<file path="src/rtl/mm_controller.sv">
// mm_controller: sequencer for a TILE x TILE systolic matrix multiply.
// Walks the (j, i, h) tile loop and drives address-phase selects and strobes.
// The data-phase selects are the same values delayed by one cycle, which
// matches the one-cycle memory read latency.
// Optional feature: define MM_CTRL_PERF_EN to build the busy-cycle counter.
module mm_controller #(
  parameter int TILE  = 4,
  parameter int DIM_W = 9
) (
  input  logic             clk,
  input  logic             rst,
  input  logic             start,
  input  logic [DIM_W-1:0] M,
  input  logic [DIM_W-1:0] N,
  input  logic [DIM_W-1:0] K,
  output logic             busy,
  output logic             done,
  output logic             err,
  output logic             i_cnt,
  output logic             j_cnt,
  output logic             h_cnt,
  output logic             i_clr,
  output logic             h_clr,
  output logic             base_cal,
  output logic [1:0]       addr_sel,
  output logic [3:0]       bi2_sel,
  output logic [1:0]       dout_sel,
  output logic [1:0]       w_sel,
  output logic [1:0]       i_sel,
  output logic [1:0]       fpo_sel,
  output logic             mem_we,
  output logic [31:0]      perf_cycles
);

  localparam int LG = $clog2(TILE);
  localparam int HW = DIM_W + 1;  // h runs up to M+TILE-1

  typedef enum logic [3:0] {
    IDLE, BASE, LOAD_W, STREAM_IN, WB_RD, WB_WR, NEXT_H, NEXT_TILE, DONE
  } state_t;

  state_t           state_q, state_d;
  logic [3:0]       s_q, s_d;
  logic [HW-1:0]    h_q, h_d;
  logic [DIM_W-1:0] i_q, i_d, j_q, j_d;
  logic [DIM_W-1:0] m_q, m_d, ni_q, ni_d, nk_q, nk_d;
  logic             err_q, err_d;
  logic [1:0]       dout_sel_q, dout_sel_d;
  logic [1:0]       w_sel_q, w_sel_d;
  logic [1:0]       i_sel_q, i_sel_d;
  logic [1:0]       fpo_sel_q, fpo_sel_d;

  logic             job_ok;
  logic [HW-1:0]    h_next, m_ext, h_end;
  state_t           after_stream, after_next_h;

  // A job is legal when all dimensions are nonzero and N, K are whole tiles.
  assign job_ok = (M != '0) && (N != '0) && (K != '0) &&
                  (N[LG-1:0] == '0) && (K[LG-1:0] == '0);

  assign m_ext  = {1'b0, m_q};
  assign h_next = h_q + HW'(1);
  assign h_end  = m_ext + HW'(TILE);

  // Where to go once the current h has streamed, and what the next h needs.
  always_comb begin
    after_stream = (h_q >= HW'(TILE)) ? WB_RD : NEXT_H;
    if (h_next == h_end)           after_next_h = NEXT_TILE;
    else if (h_next < m_ext)       after_next_h = STREAM_IN;
    else if (h_next >= HW'(TILE))  after_next_h = WB_RD;
    else                           after_next_h = NEXT_H;
  end

  // Next-state, loop counters and address-phase outputs.
  always_comb begin
    state_d    = state_q;
    s_d        = s_q;
    h_d        = h_q;
    i_d        = i_q;
    j_d        = j_q;
    m_d        = m_q;
    ni_d       = ni_q;
    nk_d       = nk_q;
    err_d      = err_q;
    dout_sel_d = 2'b11;
    w_sel_d    = 2'b00;
    i_sel_d    = 2'b00;
    fpo_sel_d  = 2'b00;
    done       = 1'b0;
    err        = 1'b0;
    i_cnt      = 1'b0;
    j_cnt      = 1'b0;
    h_cnt      = 1'b0;
    i_clr      = 1'b0;
    h_clr      = 1'b0;
    base_cal   = 1'b0;
    addr_sel   = 2'b11;
    bi2_sel    = 4'd0;
    mem_we     = 1'b0;
    unique case (state_q)
      IDLE: begin
        if (start) begin
          m_d  = M;
          ni_d = N >> LG;
          nk_d = K >> LG;
          i_d  = '0;
          j_d  = '0;
          if (job_ok) begin
            state_d = BASE;
          end else begin
            err_d   = 1'b1;
            state_d = DONE;
          end
        end
      end
      BASE: begin
        base_cal = 1'b1;
        h_clr    = 1'b1;
        i_clr    = (i_q == '0);
        h_d      = '0;
        s_d      = '0;
        state_d  = LOAD_W;
      end
      LOAD_W: begin
        addr_sel   = 2'b00;
        bi2_sel    = s_q;
        dout_sel_d = 2'b00;
        w_sel_d    = s_q[1:0];
        s_d        = s_q + 4'd1;
        if (s_q == 4'(TILE*TILE-1)) begin
          s_d     = '0;
          state_d = STREAM_IN;  // h=0 < M always holds for a legal job
        end
      end
      STREAM_IN: begin
        addr_sel   = 2'b01;
        bi2_sel    = s_q;
        dout_sel_d = 2'b01;
        i_sel_d    = s_q[1:0];
        s_d        = s_q + 4'd1;
        if (s_q == 4'(TILE-1)) begin
          s_d     = '0;
          state_d = after_stream;
        end
      end
      WB_RD, WB_WR: begin
        addr_sel   = 2'b10;
        bi2_sel    = s_q;
        // First i tile has no prior partial sum: steer a forced zero.
        dout_sel_d = (i_q == '0) ? 2'b11 : 2'b10;
        fpo_sel_d  = s_q[1:0];
        if (state_q == WB_RD) begin
          state_d = WB_WR;
        end else begin
          mem_we  = 1'b1;
          s_d     = s_q + 4'd1;
          state_d = WB_RD;
          if (s_q == 4'(TILE-1)) begin
            s_d     = '0;
            state_d = NEXT_H;
          end
        end
      end
      NEXT_H: begin
        h_cnt   = 1'b1;
        h_d     = h_next;
        state_d = after_next_h;
      end
      NEXT_TILE: begin
        if (i_q != ni_q - DIM_W'(1)) begin
          i_cnt   = 1'b1;
          i_d     = i_q + DIM_W'(1);
          state_d = BASE;
        end else begin
          j_cnt = 1'b1;
          i_clr = 1'b1;
          i_d   = '0;
          if (j_q == nk_q - DIM_W'(1)) begin
            state_d = DONE;
          end else begin
            j_d     = j_q + DIM_W'(1);
            state_d = BASE;
          end
        end
      end
      DONE: begin
        done    = 1'b1;
        err     = err_q;
        err_d   = 1'b0;
        state_d = IDLE;
      end
      default: state_d = IDLE;
    endcase
  end

  // State, loop counters and the one-cycle data-phase delay line.
  always_ff @(posedge clk) begin
    if (rst) begin
      state_q    <= IDLE;
      s_q        <= '0;
      h_q        <= '0;
      i_q        <= '0;
      j_q        <= '0;
      m_q        <= '0;
      ni_q       <= '0;
      nk_q       <= '0;
      err_q      <= 1'b0;
      dout_sel_q <= 2'b11;
      w_sel_q    <= 2'b00;
      i_sel_q    <= 2'b00;
      fpo_sel_q  <= 2'b00;
    end else begin
      state_q    <= state_d;
      s_q        <= s_d;
      h_q        <= h_d;
      i_q        <= i_d;
      j_q        <= j_d;
      m_q        <= m_d;
      ni_q       <= ni_d;
      nk_q       <= nk_d;
      err_q      <= err_d;
      dout_sel_q <= dout_sel_d;
      w_sel_q    <= w_sel_d;
      i_sel_q    <= i_sel_d;
      fpo_sel_q  <= fpo_sel_d;
    end
  end

  assign busy     = (state_q != IDLE);
  assign dout_sel = dout_sel_q;
  assign w_sel    = w_sel_q;
  assign i_sel    = i_sel_q;
  assign fpo_sel  = fpo_sel_q;

`ifdef MM_CTRL_PERF_EN
  logic        accept;
  logic [31:0] perf_q, perf_d;

  assign accept = (state_q == IDLE) && start && job_ok;

  // Count the working cycles of an accepted job; frozen in DONE and IDLE.
  always_comb begin
    perf_d = perf_q;
    if (accept)
      perf_d = '0;
    else if (state_q != IDLE && state_q != DONE)
      perf_d = perf_q + 32'd1;
  end

  // Performance counter register.
  always_ff @(posedge clk) begin
    if (rst) perf_q <= '0;
    else     perf_q <= perf_d;
  end

  assign perf_cycles = perf_q;
`else
  assign perf_cycles = '0;
`endif

endmodule
</file>
<file path="config.mk">
export PLATFORM = sky130hd
export DESIGN_NAME = mm_controller
export DESIGN_NICKNAME = d
export VERILOG_FILES = /design/src/rtl/mm_controller.sv
export SDC_FILE = /design/constraint.sdc
export NUM_CORES = 1
export LEC_CHECK = 0
export CAP_MARGIN = 15
export CORE_UTILIZATION = 40
export DETAILED_ROUTE_END_ITERATION = 10
export MAX_ROUTING_LAYER = met4
export PLACE_DENSITY = 0.69
export SYNTH_ARGS = -nofsm -noshare
export SYNTH_HDL_FRONTEND = slang
export SYNTH_SLANG_ARGS = --single-unit
</file>
<file path="constraint.sdc">
create_clock -name clk -period 3.5 [get_ports clk]
set_input_delay 0.35 -clock clk [delete_from_list [all_inputs] [get_ports clk]]
set_output_delay 0.35 -clock clk [all_outputs]
set_load 0.02 [all_outputs]
</file>
==> results of run 1 <==
kinds of logic after synthesis:
logic type               count (synthesis)  synth area share
multiplexers                             3           0.00666
adder cells (fa/ha/maj)                 17            0.0472
AND/OR/NAND/NOR                        258             0.293
flip-flops                              68             0.302
other                                    1          0.000831
AO/OA/AOI/OAI                          124             0.171
XOR/XNOR                                35            0.0774
buffers and inverters                   86             0.102
flip-flops by register name, indices dropped and copies added, names as in the netlist, 4 cells and up:
signal,cells
state_q,4
m_q,9
ni_q,7
s_q,4
j_q,9
i_q,9
nk_q,7
h_q,10
cells in the final DEF, fill, tap and decap left out, types with 6 or more instances in the layout:
cell	synthesis	final
nand2_1	74	74
dfxtp_1	68	68
a21oi_1	56	56
clkdlybuf4s50_1	0	52
nor2_1	47	47
conb_1	1	32
inv_1	24	24
o21ai_0	19	19
xor2_1	18	18
nor3_1	17	17
ha_1	17	17
and3_1	16	16
nand3_1	16	16
or3_1	14	14
xnor2_1	14	14
nor4_1	12	12
and2_1	11	11
clkbuf_16	0	9
nor2b_1	8	8
nand4_1	8	8
a311oi_1	7	7
nor3b_1	6	6
a22oi_1	6	6
or4_1	6	6
routing by layer:
| metal | track usage | up-vias | share of wire |
|---|---|---|---|
| li1 | - | 2101 | - |
| met1 | 0.246 | 1960 | 0.46 |
| met2 | 0.332 | 136 | 0.48 |
| met3 | 0.0398 | 14 | 0.050 |
| met4 | 0.0705 | 0 | 0.014 |
| met5 | - | - | 0 |
power by group through the flow:
stage | clock, uW | sequential, uW | combinational (uW)
after floorplan | 0 | 932 | 774
after global placement | 0 | 974 | 937
after detailed placement | 0 | 979 | 956
after CTS | 1030 | 962 | 964
after global routing | 1070 | 980 | 1080
final | 1020 | 965 | 965
worst register-to-register path: stages, from the launching register on:
cell	delay, ns
dfxtp_1	0.43
ha_1	0.33
nand3_1	0.27
xnor2_1	0.34
ha_1	0.21
a21oi_1	0.06
o21ai_0	0.26
o21ai_0	0.15
o21a_1	0.18
o21ai_0	0.24
a221oi_1	0.13
per-stage QoR:
step / instance area (um^2) / power [uW] / hold slack (ns) / worst slack (ns) / instances
after floorplan: 4630 / 1710 / 0.436 / 1.08 / 623
after global placement: 4990 / 1910 / 0.449 / 0.754 / 759
final: 5330 / 2950 / 0.461 / 0.189 / 775
after CTS: 5330 / 2960 / 0.465 / 0.250 / 775
after detailed placement: 4990 / 1930 / 0.449 / 0.617 / 759
after global routing: 5330 / 3120 / 0.491 / 0.0469 / 775
worst max-delay path by stage:
stage,cells past startpoint,end,from,slack (ns)
3_5_place_dp,6,i_cnt,ni_q[2],0.62
5_1_grt,6,i_cnt,ni_q[2],0.05
2_1_floorplan,11,state_q[0],h_q[3],1.08
4_1_cts,6,i_cnt,ni_q[2],0.25
6_report,6,i_cnt,ni_q[2],0.19
3_3_place_gp,6,i_cnt,ni_q[2],0.75
layout make-up:
| cell class | count | area, um^2 | share of cell area |
|---|---|---|---|
| flip-flops and latches | 68 | 1360 | 0.255 |
| repair buffers | 58 | 563 | 0.106 |
| well taps | 140 | 175 | 0.0329 |
| multi-input cells | 469 | 2810 | 0.526 |
| clock buffers | 11 | 253 | 0.0474 |
| clock inverters | 5 | 83.8 | 0.0157 |
| inverters | 24 | 90.1 | 0.0169 |
==> results.txt, run 1 <==
----------------------------------------------------
[Power]
  Power density cells ... 554 nW/um^2
  Sequential cell fraction of total power ... 0.327
  Peak supply drop ... 338 uV
  Sw power ... 1030 uW
  Sw Ratio ... 0.348
  Internal ... 1920 uW
  Combinational share of power ... 0.327
  Pleak ... 0.00207 uW
  Clock network power share ... 0.346

[Critical path]
  Setup crit start kind ... flip-flop
  FF-to-FF path depth ... 10
  Crit Path Category ... flip-flop to output port
  Highest-delay cell along the critical path ... clkdlybuf4s50_1
  Maximum fanout count along the critical path ... 10
  Data required, critical path ... 3.15 ns
  Type of element capturing the critical path ... output port
  Largest delay contributor family on the critical path ... simple AND/OR/NAND/NOR gates
  Endpoint of the worst-slack reg-to-reg timing path ... state_q[0]
  Peak per-stage delay on the critical path ... 0.69 ns
  Cells along the critical path ... nor4_1, a211oi_1, o22a_1, and3_1, nor2_2, clkdlybuf4s50_1
  Signal arrival time at the worst endpoint ... 2.96 ns
  Crit Reg-Reg Startpoint ... h_q[0]
  Setup slack, reg-to-reg ... 0.75 ns
  Bufs and invs on worst path ... 1

[Hold path]
  Min-Delay Startpoint ... m_q[1]
  Path category of the worst min-delay check ... flip-flop to flip-flop
  Count of cells along the worst hold path ... 2
  Worst hold endpoint ... m_q[1]

[Logic synthesis]
  Cell area after technology mapping ... 4510 um^2
  Leading cell types by total area after synthesis ... dfxtp_1 (30%), a21oi_1 (6.2%), nand2_1 (6.2%)
  Top flip-flop cell by instance count after synthesis ... dfxtp_1
  Most instantiated library cell after synthesis ... nand2_1
  Seq cells post-synth ... 68
  Synth top area share ... 0.302
  Number of cells produced by synthesis ... 592
  Mean instance size in the synthesized netlist ... 7.62 um^2
  Total number of yosys warnings ... 0
  Post-synth ARST share ... 0
  Unique cell type count in the Yosys netlist ... 60
  Sequential fraction of the synthesis area ... 0.302
  Number of enable-type register cells in the synthesized netlist ... 0
  Post-synth top cells ... nand2_1 (74), dfxtp_1 (68), a21oi_1 (56)
  Post-synth top area cell ... dfxtp_1

[CTS]
  Number of clock sinks ... 68
  Clock root cell ... clkbuf_16
  Total number of H-tree levels ... 3
  Post-CTS Setup Repair Bufs ... 0
  Max Root-Sink Buffers ... 2
  Num CTS Buffers ... 9
  CTS tree ... built
  Post-CTS Hold Fix Bufs ... 0
  Clock latency of the later-clocked register in the worst-skew pair ... 0.33 ns
  PostCTS Resize Cnt ... 0
  Clock transition time at the flip-flop clock pins of the worst setup and hold paths ... 0.06 ns

[Timing]
  Setup-failing EPs final ... 0
  Max Clock Freq ... 302 MHz
  Slew at the pin with the worst max-slew slack ... 0.907 ns
  Final worst clock skew ... 0.00717 ns
  Number of hold violations in the final report ... 0
  Final slew viol count ... 0
  Relative max-transition margin ... 0.388
  Final critical-path share of the clock period ... 0.946
  Tmin final ... 3.31 ns
  Total Negative Setup Slacks ... 0 ns
  Unrepaired setup endpoints after global routing ... false

[Detailed routing]
  Residual DRC count ... 0
  Routed length per instance ... 14.2 um
  Vias after detailed routing ... 4,211
  Vias/cell ... 5.43
  Total wirelength of the detailed-routed design ... 11.0 mm
  Detailed-routing iteration count for the pre-antenna-repair pass ... 5
  Count of antenna-violating nets left after detailed routing ... 0
  Detailed router's first-iteration violation count ... 261

[Place]
  Total of buffers placed on input and output ports ... 53
  Global placement routability congestion ... 0.885
  Placed wire-length estimate ... 7.91 mm

[GRT]
  Global-route wire length before repair ... 18.3 mm
  Largest net degree at the start of global routing ... 41
  Number of global-route vias before repair ... 3,888
  Leftover overflow at the end of global routing ... 0
  Antenna violations before repair ... 0
  GR Util All Layers ... 0.202

[Cells and area]
  Number of diodes added for antenna fixing ... 0
  Share of cells above drive strength 1 ... 0.0535
  Area Overhead vs Synth ... 18.2%
  Share of the core filled with cells in the final layout ... 0.488
  Fin nets ... 677
  Number of fill cells in the layout ... 1,056

[Floorplanning]
  # rows ... 38
  Floorplan die height ... 108 um
  Starting density of the core ... 0.412
  Area of the die ... 11,700 um^2
  Core footprint ... 10,900 um^2
  # IOs ... 86
  Horizontal die dimension ... 108 um

[Status]
  Result of the run ... completed

[Run]
  Number of maximum-capacitance violations ... 0

----------------------------------------------------
No activity file was read; power rests on OpenSTA's default activity.
==> inputs of run 2 (changes only) <==
CORE_MARGIN = 2   (was default)
CTS_CLUSTER_SIZE = 25   (was default)
==> run 2 against run 1 <==
Against the previous run:
- clock power is 4% higher
- largest cell class unchanged
- sequential share of layout area hardly changed
- first-iteration DRC count is 23% lower
- critical endpoint unchanged
- routed wire length is 0.33% higher
- critical path depth stayed put
- largest power group unchanged
- clock skew is 0.0041 ns lower
- global-route usage is 0.53 points lower
- count of clock-buffer cells in the layout is 1 lower
- die area is 3.7% higher
- flip-flop and latch count stayed put
==> results.txt, run 2 (synthesized netlist as in run 1, its figures left out) <==
----------------------------------------------------
[Status]
  Result of the run ... completed

[Power]
  Pleak ... 0.00208 uW (+0.18%)
  Internal ... 1950 uW (+1.4%)
  Clock network power share ... 0.355 (+0.009)
  Sw power ... 1020 uW (-0.44%)
  Sequential cell fraction of total power ... 0.324 (-0.003)
  Sw Ratio ... 0.344 (-0.00416)
  Peak supply drop ... 311 uV (-7.9%)
  Combinational share of power ... 0.321 (-0.006)
  Power density cells ... 558 nW/um^2 (+0.81%)

[Detailed routing]
  Residual DRC count ... 0 (unchanged)
  Detailed router's first-iteration violation count ... 201 (-23%)
  Detailed-routing iteration count for the pre-antenna-repair pass ... 5 (unchanged)
  Vias after detailed routing ... 4,185 (-0.62%)
  Vias/cell ... 5.41 (-0.49%)
  Count of antenna-violating nets left after detailed routing ... 0 (unchanged)
  Total wirelength of the detailed-routed design ... 11.0 mm (+0.33%)
  Routed length per instance ... 14.3 um (+0.46%)

[Floorplanning]
  Starting density of the core ... 0.412 (unchanged)
  # rows ... 38 (unchanged)
  Horizontal die dimension ... 110 um (+1.8%)
  Floorplan die height ... 110 um (+1.8%)
  # IOs ... 86 (unchanged)
  Core footprint ... 10,900 um^2 (unchanged)
  Area of the die ... 12,100 um^2 (+3.7%)

[Hold path]
  Min-Delay Startpoint ... m_q[8]
  Path category of the worst min-delay check ... flip-flop to flip-flop
  Count of cells along the worst hold path ... 2 (unchanged)
  Worst hold endpoint ... m_q[8]

[Timing]
  Relative max-transition margin ... 0.387 (about the same)
  Max Clock Freq ... 299 MHz (-0.89%)
  Setup-failing EPs final ... 0 (unchanged)
  Unrepaired setup endpoints after global routing ... false
  Final worst clock skew ... 0.00304 ns (-0.00413 ns)
  Worst setup slack after layout ... 0.159 ns (-0.0298 ns)
  Final slew viol count ... 0 (unchanged)
  Final critical-path share of the clock period ... 0.954 (+0.00850)
  Tmin final ... 3.34 ns (+0.0298 ns)
  Worst hold slack across all endpoints ... 0.458 ns (-0.00296 ns)
  Slew at the pin with the worst max-slew slack ... 0.907 ns (+0.000284 ns)
  Number of hold violations in the final report ... 0 (unchanged)
  Total Negative Setup Slacks ... 0 ns (unchanged)

[Cells and area]
  Commonest cells after routing, fill and taps aside ... nand2_1 (74), dfxtp_1 (68), a21oi_1 (56), clkdlybuf4s50_1 (52), nor2_1 (47)
  Number of fill cells in the layout ... 1,096 (+3.8%)
  Largest register FFs ... 10 (unchanged)
  Fin nets ... 676 (-0.15%)
  Non-filler cells in the finished layout ... 774 (-0.13%)
  Share of cells above drive strength 1 ... 0.0505 (-0.00307)
  Area Overhead vs Synth ... 18.1% (about the same)
  Number of diodes added for antenna fixing ... 0 (unchanged)
  Most common library cell in the layout ignoring fill and taps ... nand2_1
  Register name with the most flops ... h_q

[CTS]
  Total number of H-tree levels ... 3 (unchanged)
  Clock transition time at the flip-flop clock pins of the worst setup and hold paths ... 0.06 ns (about the same)
  CTS tree ... built
  Post-CTS Setup Repair Bufs ... 0 (unchanged)
  Clock latency of the later-clocked register in the worst-skew pair ... 0.33 ns (about the same)
  Number of clock sinks ... 68 (unchanged)
  PostCTS Resize Cnt ... 0 (unchanged)
  Clock root cell ... clkbuf_16
  Post-CTS Hold Fix Bufs ... 0 (unchanged)
  Num CTS Buffers ... 9 (unchanged)
  Max Root-Sink Buffers ... 2 (unchanged)

[Critical path]
  Endpoint of the worst-slack reg-to-reg timing path ... state_q[0]
  FF-to-FF path depth ... 10 (unchanged)
  Crit Reg-Reg Startpoint ... h_q[4]
  Setup crit start kind ... flip-flop
  Maximum fanout count along the critical path ... 10 (unchanged)
  Crit Path Category ... flip-flop to output port
  Signal arrival time at the worst endpoint ... 2.99 ns (+0.03 ns)
  Data required, critical path ... 3.15 ns (about the same)
  Type of element capturing the critical path ... output port
  Largest delay contributor family on the critical path ... simple AND/OR/NAND/NOR gates
  Bufs and invs on worst path ... 1 (unchanged)
  Peak per-stage delay on the critical path ... 0.69 ns (about the same)
  Cells along the critical path ... nor4_1, a211oi_1, o22a_1, and3_1, nor2_2, clkdlybuf4s50_1
  Highest-delay cell along the critical path ... clkdlybuf4s50_1
  Setup slack, reg-to-reg ... 0.69 ns (-0.06 ns)

[Place]
  Placed wire-length estimate ... 8.05 mm (+1.8%)
  Total of buffers placed on input and output ports ... 53 (unchanged)
  Global placement routability congestion ... 0.929 (+4.9%)
  Minimum setup slack after placement ... 0.572 ns (-0.0446 ns)
  Placed cell count ... 758 (-0.13%)

[Run]
  Number of maximum-capacitance violations ... 0 (unchanged)

[GRT]
  Number of global-route vias before repair ... 4,018 (+3.3%)
  Antenna violations before repair ... 0 (unchanged)
  Global-route met3 utilization ... 0.0406 (+0.000781)
  Global-route met2 utilization ... 0.324 (-0.00828)
  Largest net degree at the start of global routing ... 31 (-24%)
  GR Util All Layers ... 0.197 (-0.00527)
  Global-route wire length before repair ... 18.5 mm (+0.79%)
  Met1 track utilization from global routing ... 0.242 (-0.00373)
  Leftover overflow at the end of global routing ... 0 (unchanged)
  GRT busiest layer ... met2

----------------------------------------------------
-- run 2: final cells by class --
cell class	instances	area, um^2	share of cell area
Multi-Input combinational cell	469	2810	0.526
Sequential cell	68	1360	0.255
Timing Repair Buffer	57	556	0.104
Clock buffer	10	229	0.0430
Tap cell	140	175	0.0329
Clock inverter	6	113	0.0211
Inverter	24	90.1	0.0169
-- run 2: how the worst max path moves through the flow --
stage | startpoint | endpoint | cells after the start
finish | ni_q[2] | i_cnt | 6
global route | ni_q[0] | i_cnt | 8
CTS | ni_q[2] | i_cnt | 6
detailed placement | ni_q[2] | i_cnt | 6
global placement | state_q[1] | i_clr | 6
floorplan | h_q[3] | state_q[0] | 11
-- run 2: per-layer routing --
metal  routed length, um  part of all wire
met1                5080              0.46
met2                5310              0.48
met3                 454             0.041
met4                 182             0.017
met5                   0                 0
-- run 2: tightest hold or removal path: cells and delay by family, from the launching register on --
kind / cells / cell delay, ns
DFF: 1 / 0.31
and+or+nand+nor: 1 / 0.05
AOI/OAI and AO/OA: 1 / 0.05
-- run 2: through the flow --
step           area, um^2  power [uW]   util
3_5_place_dp         4990        1930  0.456
4_1_cts              5330        2990  0.487
2_1_floorplan        4630        1710      -
6_report             5330        2970  0.487
5_1_grt              5330        3150  0.487
3_3_place_gp         4990        1910  0.456
-- run 2: power groups by stage --
stage	Clock (uW)	Sequential (uW)	Combinational, uW
finish	1060	964	954
global route	1100	983	1070
CTS	1070	963	955
detailed placement	0	980	945
global placement	0	976	929
floorplan	0	932	774
==> inputs of run 3 (changes only) <==
CAP_MARGIN = 10   (was 15)
PLACE_DENSITY = default   (was 0.69)
==> run 3 against run 2 <==
Against the previous run:
- sequential power about the same
- die area unchanged
- register-to-register slack improved by 0.06 ns
- flip-flop and latch count stayed put
- combinational power grew 2%
- cell count up 0.26%
- routed wire length up 0.84%
- clock power decreased by 7%
- via count about the same
- clock skew rose by 0.0045 ns
- setup slack better by 0.036 ns
- largest power group unchanged
==> results.txt, run 3 (synthesized netlist as in run 1, its figures left out) <==
----------------------------------------------------
[Status]
  Result of the run ... completed

[Power]
  Total power of the final layout ... 2920 uW (-1.7%)
  Power density cells ... 549 nW/um^2 (-1.7%)
  Pleak ... 0.00208 uW (about the same)
  Peak supply drop ... 265 uV (-15%)

[Timing]
  Slew at the pin with the worst max-slew slack ... 0.754 ns (-0.153 ns)
  Final critical-path share of the clock period ... 0.944 (-0.0104)
  Number of hold violations in the final report ... 0 (unchanged)
  Relative max-transition margin ... 0.491 (+0.103)
  Tmin final ... 3.30 ns (-0.0363 ns)
  Total Negative Setup Slacks ... 0 ns (unchanged)
  Final slew viol count ... 0 (unchanged)
  Unrepaired setup endpoints after global routing ... false
  Final worst clock skew ... 0.00757 ns (+0.00453 ns)
  Setup-failing EPs final ... 0 (unchanged)
  Max Clock Freq ... 303 MHz (+1.1%)

[Detailed routing]
  Total wirelength of the detailed-routed design ... 11.1 mm (+0.84%)
  Count of antenna-violating nets left after detailed routing ... 0 (unchanged)
  Detailed-routing iteration count for the pre-antenna-repair pass ... 5 (unchanged)
  Vias/cell ... 5.39 (-0.23%)
  Vias after detailed routing ... 4,186 (+0.024%)
  Residual DRC count ... 0 (unchanged)
  Detailed router's first-iteration violation count ... 279 (+39%)
  Routed length per instance ... 14.3 um (+0.58%)

[GRT]
  Largest net degree at the start of global routing ... 36 (+16%)
  GR Util All Layers ... 0.199 (+0.00242)
  Leftover overflow at the end of global routing ... 0 (unchanged)
  Number of global-route vias before repair ... 3,946 (-1.8%)
  Global-route wire length before repair ... 18.5 mm (about the same)
  Antenna violations before repair ... 0 (unchanged)

[Cells and area]
  Commonest cells after routing, fill and taps aside ... nand2_1 (74), dfxtp_1 (68), a21oi_1 (56), clkdlybuf4s50_1 (52), nor2_1 (47)
  Multi-input logic area ... 2810 um^2 (unchanged)
  Fin nets ... 678 (+0.30%)
  Share of cells above drive strength 1 ... 0.0550 (+0.00456)
  Number of diodes added for antenna fixing ... 0 (unchanged)
  Register name with the most flops ... h_q
  Area Overhead vs Synth ... 18.1% (about the same)
  Number of fill cells in the layout ... 1,088 (-0.73%)
  Largest register FFs ... 10 (unchanged)
  Most common library cell in the layout ignoring fill and taps ... nand2_1
  Sequential cell area ... 1360 um^2 (unchanged)

[CTS]
  CTS tree ... built
  Post-CTS Hold Fix Bufs ... 0 (unchanged)
  Max Root-Sink Buffers ... 2 (unchanged)
  Post-CTS Setup Repair Bufs ... 0 (unchanged)
  Num CTS Buffers ... 9 (unchanged)
  Clock transition time at the flip-flop clock pins of the worst setup and hold paths ... 0.06 ns (about the same)
  Number of clock sinks ... 68 (unchanged)
  Clock root cell ... clkbuf_16
  PostCTS Resize Cnt ... 0 (unchanged)
  Total number of H-tree levels ... 3 (unchanged)
  Clock latency of the later-clocked register in the worst-skew pair ... 0.34 ns (about the same)

[Place]
  Global placement routability congestion ... 0.875 (-5.8%)
  Placed wire-length estimate ... 8.19 mm (+1.8%)
  Total of buffers placed on input and output ports ... 53 (unchanged)

[Floorplanning]
  # IOs ... 86 (unchanged)
  Core footprint ... 10,900 um^2 (unchanged)
  Starting density of the core ... 0.412 (unchanged)
  Horizontal die dimension ... 110 um (unchanged)
  # rows ... 38 (unchanged)
  Floorplan die height ... 110 um (unchanged)
  Area of the die ... 12,100 um^2 (unchanged)

[Hold path]
  Path category of the worst min-delay check ... flip-flop to flip-flop

[Critical path]
  Setup crit start kind ... flip-flop
  Type of element capturing the critical path ... output port
  Data required, critical path ... 3.15 ns (about the same)
  Maximum fanout count along the critical path ... 10 (unchanged)
  Signal arrival time at the worst endpoint ... 2.95 ns (-0.04 ns)
  Crit Path Category ... flip-flop to output port

[Run]
  Number of maximum-capacitance violations ... 0 (unchanged)

----------------------------------------------------
-- run 3: cell count changes in the layout (fill, tap and decap cells not counted), sizes merged --
cell,previous run,this run
buf,5,7
bufinv,3,2
clkbuf,10,9
clkinvlp,0,1
inv,24,25
-- run 3: path summary, 6_finish.rpt --
check / slack (ns) / end / startpoint / cells after the start
max reg2reg: 0.75 / state_q[0] / h_q[2] / 10
min reg2reg: 0.45 / m_q[8] / m_q[8] / 2
max: 0.20 / i_cnt / ni_q[2] / 6
min: 0.45 / m_q[8] / m_q[8] / 2
-- run 3: layout make-up --
cell class              count  area share
clock buffers               9      0.0423
clock inverters             7      0.0186
inverters                  24      0.0169
multi-input cells         469       0.527
flip-flops and latches     68       0.256
well taps                 140      0.0329
repair buffers             59       0.107
-- run 3: worst max-delay path, cell delays in order, from the launching register on --
cell	delay (ns)
dfxtp_1	0.36
nor4_1	0.52
a211oi_1	0.15
o22a_1	0.24
and3_1	0.29
nor2_2	0.36
clkdlybuf4s50_1	0.68
-- run 3: power breakdown --
| part | internal (uW) | switching (uW) | leakage [uW] |
|---|---|---|---|
| combinational | 410 | 562 | 0.00137 |
| clock | 627 | 362 | 0.000156 |
| sequential | 851 | 111 | 0.000552 |
| total | 1890 | 1040 | 0.00208 |
-- run 3: layer usage --
metal,routed length [um],vias up,track usage,share of wire
li1,-,2100,-,-
met1,5080,1955,0.243,0.46
met2,5290,118,0.328,0.48
met3,597,13,0.0435,0.054
met4,158,0,0.0670,0.014
met5,0,-,-,0
-- run 3: stage by stage --
step | hold WS (ns) | setup slack (ns) | instances | cell area [um^2] | util
6_report | 0.454 | 0.196 | 776 | 5330 | 0.487
3_5_place_dp | 0.450 | 0.573 | 760 | 5000 | 0.457
3_3_place_gp | 0.447 | 0.728 | 760 | 5000 | 0.457
4_1_cts | 0.458 | 0.232 | 776 | 5330 | 0.487
2_1_floorplan | 0.436 | 1.08 | 623 | 4630 | -
5_1_grt | 0.491 | 0.0620 | 776 | 5330 | 0.487
